File: src/rtl/run_ctrl_pkg.sv
// Shared types and constants for the run controller / register watcher.
//   run_state_e : controller FSM states
//   CAUSE_*     : encodings reported on done_cause
package run_ctrl_pkg;

    typedef enum logic [1:0] {
        StIdle,
        StReset,
        StRun,
        StDone
    } run_state_e;

    localparam logic [1:0] CAUSE_NONE   = 2'b00;
    localparam logic [1:0] CAUSE_BUDGET = 2'b01;
    localparam logic [1:0] CAUSE_MATCH  = 2'b10;

endpackage

File: src/rtl/run_ctrl_logq.sv
// Change-log queue for the watched channels.
// Each channel has one pending slot (flag + data). The lowest-index pending
// channel is moved into a single output register whenever that register is
// empty or being accepted, giving one entry per cycle under sustained load.
// Ports:
//   clk, rst          clock, async active-high reset
//   chg               per-channel change event this cycle
//   chg_data          new channel values, channel i at [i*DATA_W +: DATA_W]
//   ovf_clr           clears the sticky overflow flags
//   log_ready         consumer accepts the current entry
//   log_valid/ch/data output entry
//   overflow          sticky per-channel "pending change was overwritten"
module run_ctrl_logq #(
    parameter int unsigned NUM_CH = 4,
    parameter int unsigned DATA_W = 32,
    parameter int unsigned CH_W   = 3
) (
    input  logic                     clk,
    input  logic                     rst,
    input  logic [NUM_CH-1:0]        chg,
    input  logic [NUM_CH*DATA_W-1:0] chg_data,
    input  logic                     ovf_clr,
    input  logic                     log_ready,
    output logic                     log_valid,
    output logic [CH_W-1:0]          log_ch,
    output logic [DATA_W-1:0]        log_data,
    output logic [NUM_CH-1:0]        overflow
);

    logic [NUM_CH-1:0]        pend_q, pend_d;
    logic [NUM_CH*DATA_W-1:0] pdata_q, pdata_d;
    logic [NUM_CH-1:0]        ovf_q, ovf_d;
    logic                     valid_q;
    logic [CH_W-1:0]          ch_q;
    logic [DATA_W-1:0]        data_q;

    logic                     take;
    logic [CH_W-1:0]          pick;
    logic [DATA_W-1:0]        pick_data;

    always_comb begin
        pick      = '0;
        pick_data = '0;
        // Descending scan so the lowest pending index wins.
        for (int i = NUM_CH - 1; i >= 0; i--) begin
            if (pend_q[i]) begin
                pick      = CH_W'(i);
                pick_data = pdata_q[i*DATA_W +: DATA_W];
            end
        end
        take = (|pend_q) && (!valid_q || log_ready);

        pend_d  = pend_q;
        pdata_d = pdata_q;
        ovf_d   = ovf_clr ? '0 : ovf_q;
        for (int i = 0; i < NUM_CH; i++) begin
            if (chg[i]) begin
                // A new change refills the slot even if the old value leaves now.
                pend_d[i]                     = 1'b1;
                pdata_d[i*DATA_W +: DATA_W]   = chg_data[i*DATA_W +: DATA_W];
                if (pend_q[i] && !(take && pick == CH_W'(i))) begin
                    ovf_d[i] = 1'b1;
                end
            end else if (take && pick == CH_W'(i)) begin
                pend_d[i] = 1'b0;
            end
        end
    end

    always_ff @(posedge clk or posedge rst) begin
        if (rst) begin
            pend_q  <= '0;
            pdata_q <= '0;
            ovf_q   <= '0;
            valid_q <= 1'b0;
            ch_q    <= '0;
            data_q  <= '0;
        end else begin
            pend_q  <= pend_d;
            pdata_q <= pdata_d;
            ovf_q   <= ovf_d;
            if (take) begin
                valid_q <= 1'b1;
                ch_q    <= pick;
                data_q  <= pick_data;
            end else if (log_ready) begin
                valid_q <= 1'b0;
            end
        end
    end

    assign log_valid = valid_q;
    assign log_ch    = ch_q;
    assign log_data  = data_q;
    assign overflow  = ovf_q;

endmodule

File: src/rtl/run_ctrl_monitor.sv
// Run controller and multi-channel register watcher.
// Sequences the DUT reset, gates DUT execution via run_en, stops on a cycle
// budget or a per-channel value match, and logs every change of the watched
// words through a valid/ready stream.
// Ports:
//   clk, rst                 clock, async active-high reset
//   start                    run request (honoured in IDLE/DONE)
//   watch_data, match_value  NUM_CH packed words; match_en per channel
//   dut_rst, run_en          DUT reset and clock enable
//   running, done            status; done_cause/match_ch/cycle_count results
//   log_valid/ready/ch/data  change log stream; overflow sticky per channel
module run_ctrl_monitor
    import run_ctrl_pkg::*;
#(
    parameter int unsigned NUM_CH     = 4,
    parameter int unsigned DATA_W     = 32,
    parameter int unsigned RST_CYCLES = 4,
    parameter int unsigned MAX_CYCLES = 1000,
    parameter int unsigned CNT_W      = 16,
    parameter int unsigned CH_W       = 3
) (
    input  logic                     clk,
    input  logic                     rst,
    input  logic                     start,
    input  logic [NUM_CH*DATA_W-1:0] watch_data,
    input  logic [NUM_CH*DATA_W-1:0] match_value,
    input  logic [NUM_CH-1:0]        match_en,
    output logic                     dut_rst,
    output logic                     run_en,
    output logic                     running,
    output logic                     done,
    output logic [1:0]               done_cause,
    output logic [CH_W-1:0]          match_ch,
    output logic [CNT_W-1:0]         cycle_count,
    output logic                     log_valid,
    input  logic                     log_ready,
    output logic [CH_W-1:0]          log_ch,
    output logic [DATA_W-1:0]        log_data,
    output logic [NUM_CH-1:0]        overflow
);

    localparam int unsigned RstW = (RST_CYCLES > 1) ? $clog2(RST_CYCLES) : 1;
    localparam logic [RstW-1:0]  RstLoad = RstW'(RST_CYCLES - 1);
    localparam logic [CNT_W-1:0] CntLast = CNT_W'(MAX_CYCLES - 1);

    run_state_e               state_q, state_d;
    logic [RstW-1:0]          rst_cnt_q, rst_cnt_d;
    logic [CNT_W-1:0]         cnt_q, cnt_d;
    logic [1:0]               cause_q, cause_d;
    logic [CH_W-1:0]          mch_q, mch_d;
    logic                     base_q, base_d;
    logic [NUM_CH*DATA_W-1:0] prev_q;

    logic [NUM_CH-1:0]        hit;
    logic [CH_W-1:0]          hit_ch;
    logic [NUM_CH-1:0]        chg;
    logic                     ovf_clr;

    always_comb begin
        hit_ch = '0;
        for (int i = 0; i < NUM_CH; i++) begin
            hit[i] = match_en[i] &&
                     (watch_data[i*DATA_W +: DATA_W] == match_value[i*DATA_W +: DATA_W]);
            // No change is reported until a baseline has been sampled.
            chg[i] = (state_q == StRun) && base_q &&
                     (watch_data[i*DATA_W +: DATA_W] != prev_q[i*DATA_W +: DATA_W]);
        end
        for (int i = NUM_CH - 1; i >= 0; i--) begin
            if (hit[i]) hit_ch = CH_W'(i);
        end
    end

    always_comb begin
        state_d   = state_q;
        rst_cnt_d = rst_cnt_q;
        cnt_d     = cnt_q;
        cause_d   = cause_q;
        mch_d     = mch_q;
        base_d    = base_q;
        ovf_clr   = 1'b0;
        dut_rst   = 1'b0;
        run_en    = 1'b0;
        running   = 1'b0;
        done      = 1'b0;
        unique case (state_q)
            StIdle: begin
                dut_rst = 1'b1;
                if (start) begin
                    state_d   = StReset;
                    rst_cnt_d = RstLoad;
                end
            end
            StReset: begin
                dut_rst = 1'b1;
                if (rst_cnt_q == '0) state_d = StRun;
                else                 rst_cnt_d = rst_cnt_q - 1'b1;
            end
            StRun: begin
                run_en  = 1'b1;
                running = 1'b1;
                base_d  = 1'b1;
                if (cnt_q != '1) cnt_d = cnt_q + 1'b1;
                if (|hit) begin
                    state_d = StDone;
                    cause_d = CAUSE_MATCH;
                    mch_d   = hit_ch;
                end else if (cnt_q == CntLast) begin
                    state_d = StDone;
                    cause_d = CAUSE_BUDGET;
                end
            end
            StDone: begin
                done = 1'b1;
                if (start) begin
                    // Restart keeps undelivered log entries.
                    state_d   = StReset;
                    rst_cnt_d = RstLoad;
                    cnt_d     = '0;
                    cause_d   = CAUSE_NONE;
                    mch_d     = '0;
                    base_d    = 1'b0;
                    ovf_clr   = 1'b1;
                end
            end
            default: state_d = StIdle;
        endcase
    end

    always_ff @(posedge clk or posedge rst) begin
        if (rst) begin
            state_q   <= StIdle;
            rst_cnt_q <= '0;
            cnt_q     <= '0;
            cause_q   <= CAUSE_NONE;
            mch_q     <= '0;
            base_q    <= 1'b0;
            prev_q    <= '0;
        end else begin
            state_q   <= state_d;
            rst_cnt_q <= rst_cnt_d;
            cnt_q     <= cnt_d;
            cause_q   <= cause_d;
            mch_q     <= mch_d;
            base_q    <= base_d;
            if (state_q == StRun) prev_q <= watch_data;
        end
    end

    assign done_cause  = cause_q;
    assign match_ch    = mch_q;
    assign cycle_count = cnt_q;

    run_ctrl_logq #(
        .NUM_CH (NUM_CH),
        .DATA_W (DATA_W),
        .CH_W   (CH_W)
    ) u_logq (
        .clk       (clk),
        .rst       (rst),
        .chg       (chg),
        .chg_data  (watch_data),
        .ovf_clr   (ovf_clr),
        .log_ready (log_ready),
        .log_valid (log_valid),
        .log_ch    (log_ch),
        .log_data  (log_data),
        .overflow  (overflow)
    );

endmodule

File: config.mk
export PLATFORM = sky130hd
export DESIGN_NAME = run_ctrl_monitor
export DESIGN_NICKNAME = d
export VERILOG_FILES = /design/src/rtl/run_ctrl_pkg.sv /design/src/rtl/run_ctrl_logq.sv /design/src/rtl/run_ctrl_monitor.sv
export SDC_FILE = /design/constraint.sdc
export NUM_CORES = 1
export LEC_CHECK = 0
export CORE_MARGIN = 2
export CORE_UTILIZATION = 47
export CTS_CLUSTER_SIZE = 16
export DETAILED_ROUTE_END_ITERATION = 10
export HOLD_SLACK_MARGIN = 0.03
export PLACE_DENSITY = 0.77
export SYNTH_ARGS = -nofsm -noshare
export SYNTH_HDL_FRONTEND = slang
export SYNTH_HIERARCHICAL = 1
export SYNTH_SLANG_ARGS = --single-unit
File: constraint.sdc
create_clock -name clk -period 5.8 [get_ports clk]
set_input_delay 1.16 -clock clk [delete_from_list [all_inputs] [get_ports clk]]
set_output_delay 1.16 -clock clk [all_outputs]
set_load 0.005 [all_outputs]
* Word-level counts from Yosys, hierarchy flattened *
Cells that the tools add are included.
W data, S select, Z words.

word-level totals
  register bits = 326
  latch bits = 0
  RAM bits = 0
  ROM bits = 0
  input bits = 264
  output and inout port bits = 65
  memories kept = 0

cells by class
  add/subtract/negate cells = 2
  multipliers = 0
  divide/modulo/power cells = 0
  order comparisons = 0
  eq/ne operators = 23
  shifts and indexed selects = 0
  multiplexer cells = 56
  bitwise logic cells = 0
  reductions and logical operators = 44

operators by type and width
  cell                     number
  $eq A32 B32 Y1           4
  $mux W32                 4
  $ne A32 B32 Y1           4
  $mux W16                 2
  $pmux W16 S2             1
  $mux W2                  14
  $mux W1                  24
  $logic_and A1 B1 Y1      18
  $add A16 B1 Y16 const B  1
  $eq A16 B10 Y1 const B   1
  $ne A16 B16 Y1 const B   1
  $mux W3                  5
  $reduce_and A3 Y1        5
  $reduce_bool A2 Y1       7
  $eq A2 B2 Y1 const B     4
  $pmux W2 S2              2
  $reduce_or A4 Y1         2
  $ne A2 B1 Y1 const B     3
  $ne A2 B2 Y1 const B     3
  $pmux W2 S3              1
  $pmux W3 S2              1
  $logic_not A1 Y1         5
  $eq A2 B1 Y1 const B     2
  $logic_not A2 Y1         2
  8 further kinds          9

* Longest topological paths before layout *
  word-level depth = 10
  depth in mapped cells = 11

* Cells and area by module *
The synthesis kept the hierarchy.

modules (own cells, without submodules)
  module            times used  cells each  area each (µm²)  seq. area each (µm²)
  run_ctrl_monitor  1           825         9191.3           3828.7
  run_ctrl_logq     1           540         7309.5           4279.1

* Least setup slack after synthesis *
Ideal clock, no wire load.

  path kind = reg-to-reg
  start = register state_q[0]
  end = register u_logq.pdata_q[10]
  library setup time = 0.125 ns
  arrival = 2.805 ns
  required time = 5.675 ns
  slack = 2.870 ns
  stages on the path, launching flop included = 11
  path through = dfrtp_1 > inv_1 > ha_1 > clkbuf_1 > clkbuf_1 > clkbuf_1 > nand2_1 > a21oi_1 > clkbuf_1 > buf_1 > mux2_2

between the ends
  longest elaborated chain between the ends = 3

RTL lines
  what                              RTL line                 source
  from (decl)                       run_ctrl_monitor.sv:46   run_state_e state_q, state_d;
  from (signal assigned)            run_ctrl_monitor.sv:131  state_q <= StIdle;
  from (signal assigned)            run_ctrl_monitor.sv:139  state_q <= state_d;
  $eq A2 B2 Y1                      run_ctrl_monitor.sv:65   chg[i] = (state_q == StRun) && base_q &&
  $logic_and A1 B1 Y1 (2 in a row)  run_ctrl_monitor.sv:65
  net chg[0]                        run_ctrl_monitor.sv:56   logic [NUM_CH-1:0] chg;
  to (signal assigned)              run_ctrl_logq.sv:80      pdata_q <= pdata_d;
  to (decl)                         run_ctrl_logq.sv:31      logic [NUM_CH*DATA_W-1:0] pdata_q, pdata_d;

The timed path passes the listed nets, and every way through them passes these cells.
A chain may end at the register's enable or synchronous reset.

* Worst setup path after layout *
  start = register state_q[0]
  end = register u_logq.pdata_q[32]

Same word-level chain as after synthesis.

==> impl_metrics.json <==
{
  "clock_skew_ns": 0.0152,
  "period_share_pct": 65.3,
  "cts_buffer_depth": 3,
  "dieArea_mm2": 0.0366,
  "final_cell_mix": "326 x clkdlybuf4s50_1, 324 x dfrtp_1, 256 x mux2_2",
  "synth_async_sr_flop_share_pct": 100,
  "rrSetupSlack_ns": 2.01,
  "worst_pin_slew_ns": 1.27,
  "ios": 329,
  "clock_sinks": 324,
  "slew_violations": 0,
  "nets": 1944,
  "critPathRequiredTime_ns": 6.19,
  "grt_setup_unrepaired": "false",
  "ys_seq_area_share_pct": 49.1,
  "grt_overflow": 0,
  "cts_tree": "yes",
  "postCtsSetupBuffers": 0,
  "synth_cell_type_count": 52,
  "hold_depth": 1,
  "ir_worst_vdd_mv": 0.271,
  "initial_core_util_pct": 47.8,
  "hp-class": "flip-flop to flip-flop",
  "cts_buffers": 36,
  "power.static_leakage_nw": 8.38,
  "grt_antenna_before_repair": 1,
  "pre_cts_slack_ns": 1.80,
  "crit_path_max_fanout": 58,
  "fin_crit_ns": 3.79,
  "fin_ws_ns": 2.01,
  "hold_violations": 0,
  "tns_ns": 0,
  "areaGrowthSynthToFinish_pct": 29.8,
  "layout_commonest_cell": "clkdlybuf4s50_1",
  "drc_errors": 0,
  "num_vias": 12200,
  "yosysWarnings": 6,
  "post_synth.cell_area_avg_um2": 12.1,
  "totalWireLength_um": 49900,
  "max_freq_mhz": 264,
  "relSlewSlack_pct": 15.2,
  "power.density_mw_per_mm2": 508,
  "cp.arrival_ns": 4.18,
  "drtIter0Drc": 816,
  "ys_seq_elements": 324,
  "cts_hold_buf": 0,
  "end_kind": "flip-flop",
  "viasPerCell": 5.67,
  "clkLatencyLatePin_ns": 0.51,
  "r2r-start": "state_q[0]",
  "synth_edf_count": 0,
  "die_h_um": 191,
  "post_cts_resized": 0,
  "ys.flop_type": "dfrtp_1",
  "cp-startpoint": "state_q[0]",
  "grt_pass1_vias": 12300,
  "synthCells": 1365,
  "gp_congestion": 0.913,
  "drive_gt1_share_pct": 21.3,
  "track_usage_pct": 27.1,
  "die_width_um": 191,
  "clk_pin_slew_ns": 0.06,
  "r2r_cells": 6,
  "diodes": 0,
  "cts_max_level": 2,
  "cap_viol_max_count": 0,
  "design.core.area_mm2": 0.0345,
  "drt_pass1_iterations": 5,
  "setup_viol": 0,
  "port_buffers": 326,
  "worst_setup_path_start_kind": "flip-flop",
  "clockRootBuffer": "clkbuf_16",
  "critPathCapture": "u_logq/pdata_q[32]",
  "grt_max_degree": 113,
  "syn-num-nets": 1636,
  "ant_nets": 0,
  "status": "complete, no violations",
  "timing.rr.end": "u_logq/pdata_q[32]",
  "netlist_area_mm2": 0.0165,
  "grt_pass1_wl_um": 74100,
  "dp_hpwl_um": 37600,
  "wl_per_cell_um": 23.2,
  "path_class": "flip-flop to flip-flop",
  "std_cell_rows": 68
}
cell families after synthesis:
family                     Yosys count  synth area share [%]
other                                2                0.0455
xor gates and xnor gates           261                  13.9
muxes                              260                  17.7
DFF                                324                  49.1
AOI/OAI and AO/OA                  145                  7.10
adders and majority gates            7                 0.531
and+or+nand+nor                    277                  9.20
buffers and inverters               89                  2.42
sequential cells by signal, summed over array words and instances (netlist names):
| signal | flops |
|---|---|
| u_logq/pend_q | 4 |
| u_logq/overflow | 4 |
| u_logq/pdata_q | 128 |
| u_logq/log_valid | 1 |
| base_q | 1 |
| cycle_count | 16 |
| u_logq/log_data | 32 |
| match_ch | 2 |
| rst_cnt_q | 2 |
| u_logq/log_ch | 2 |
| prev_q | 128 |
| done_cause | 2 |
| state_q | 2 |
critical path, stage by stage (launching register included):
cell	delay, ns
dfrtp_1	0.41
inv_1	0.16
ha_4	0.71
nand2_1	0.65
a21oi_2	0.94
buf_4	0.41
mux2_2	0.37
through the flow:
step                      power [mW]  utilization, %  std cells  hold slack (ns)  instance area (µm²)
after floorplan                 6.90               -       1365            0.474                16500
after global placement          8.32            58.4       2090            0.476                20200
after detailed placement        8.47            58.4       2090            0.479                20200
after CTS                       10.9            62.0       2152            0.493                21400
after global routing            11.4            62.0       2152            0.507                21400
final                           10.9            62.0       2152            0.491                21400
power breakdown:
group / leakage [nW] / internal, mW / switching, mW
Clock: 0.614 / 1.47 / 0.898
Combinational: 3.90 / 2.28 / 2.00
Sequential: 3.87 / 3.38 / 0.840
Total: 8.38 / 7.13 / 3.74
cell type report:
cell class,count,area [µm²]
well taps,455,569
fillers,2793,13100
clock inverters,10,154
inverters,21,88.8
repair buffers,338,3380
multi-input cells,952,8040
flip-flops and latches,324,8110
clock buffers,52,1080
cells in the mapped netlist, drive strengths merged (4+ instances only):
cell type  count  share of area [%]
nor2b          6               0.23
nor4          43                1.8
inv           21               0.48
nor3          33                1.0
o22ai         13               0.49
or2            4               0.15
xnor2        171                9.1
buf           27                1.0
clkbuf        41               0.93
ha             7               0.53
xor2          90                4.8
a21oi         12               0.36
nand2         29               0.66
nand2b        17               0.64
dfrtp        324                 49
nor2          53                1.2
o21ai         45                1.4
o41ai         24                2.3
mux2         257                 18
nand3         18               0.55
nand4         58                2.2
a221oi        32                1.7
o31ai         10               0.45
worst min path at each step:
stage | start | slack, ns | end
CTS | u_logq/log_ch[1] | 0.49 | u_logq/log_ch[1]
global placement | u_logq/log_ch[1] | 0.48 | u_logq/log_ch[1]
detailed placement | u_logq/log_ch[1] | 0.48 | u_logq/log_ch[1]
global route | u_logq/log_ch[1] | 0.51 | u_logq/log_ch[1]
floorplan | match_ch[0] | 0.47 | match_ch[0]
finish | u_logq/log_ch[1] | 0.49 | u_logq/log_ch[1]
metal layers:
layer | part of all wire, % | GRT usage, % | vias up
met1 | 41 | 35.3 | 6161
met5 | 0.020 | 0 | -
met2 | 49 | 45.8 | 440
met4 | 2.5 | 7.16 | 2
met3 | 7.3 | 5.82 | 70
li1 | - | - | 5530
Note: power is estimated with default switching activity, not from simulation.
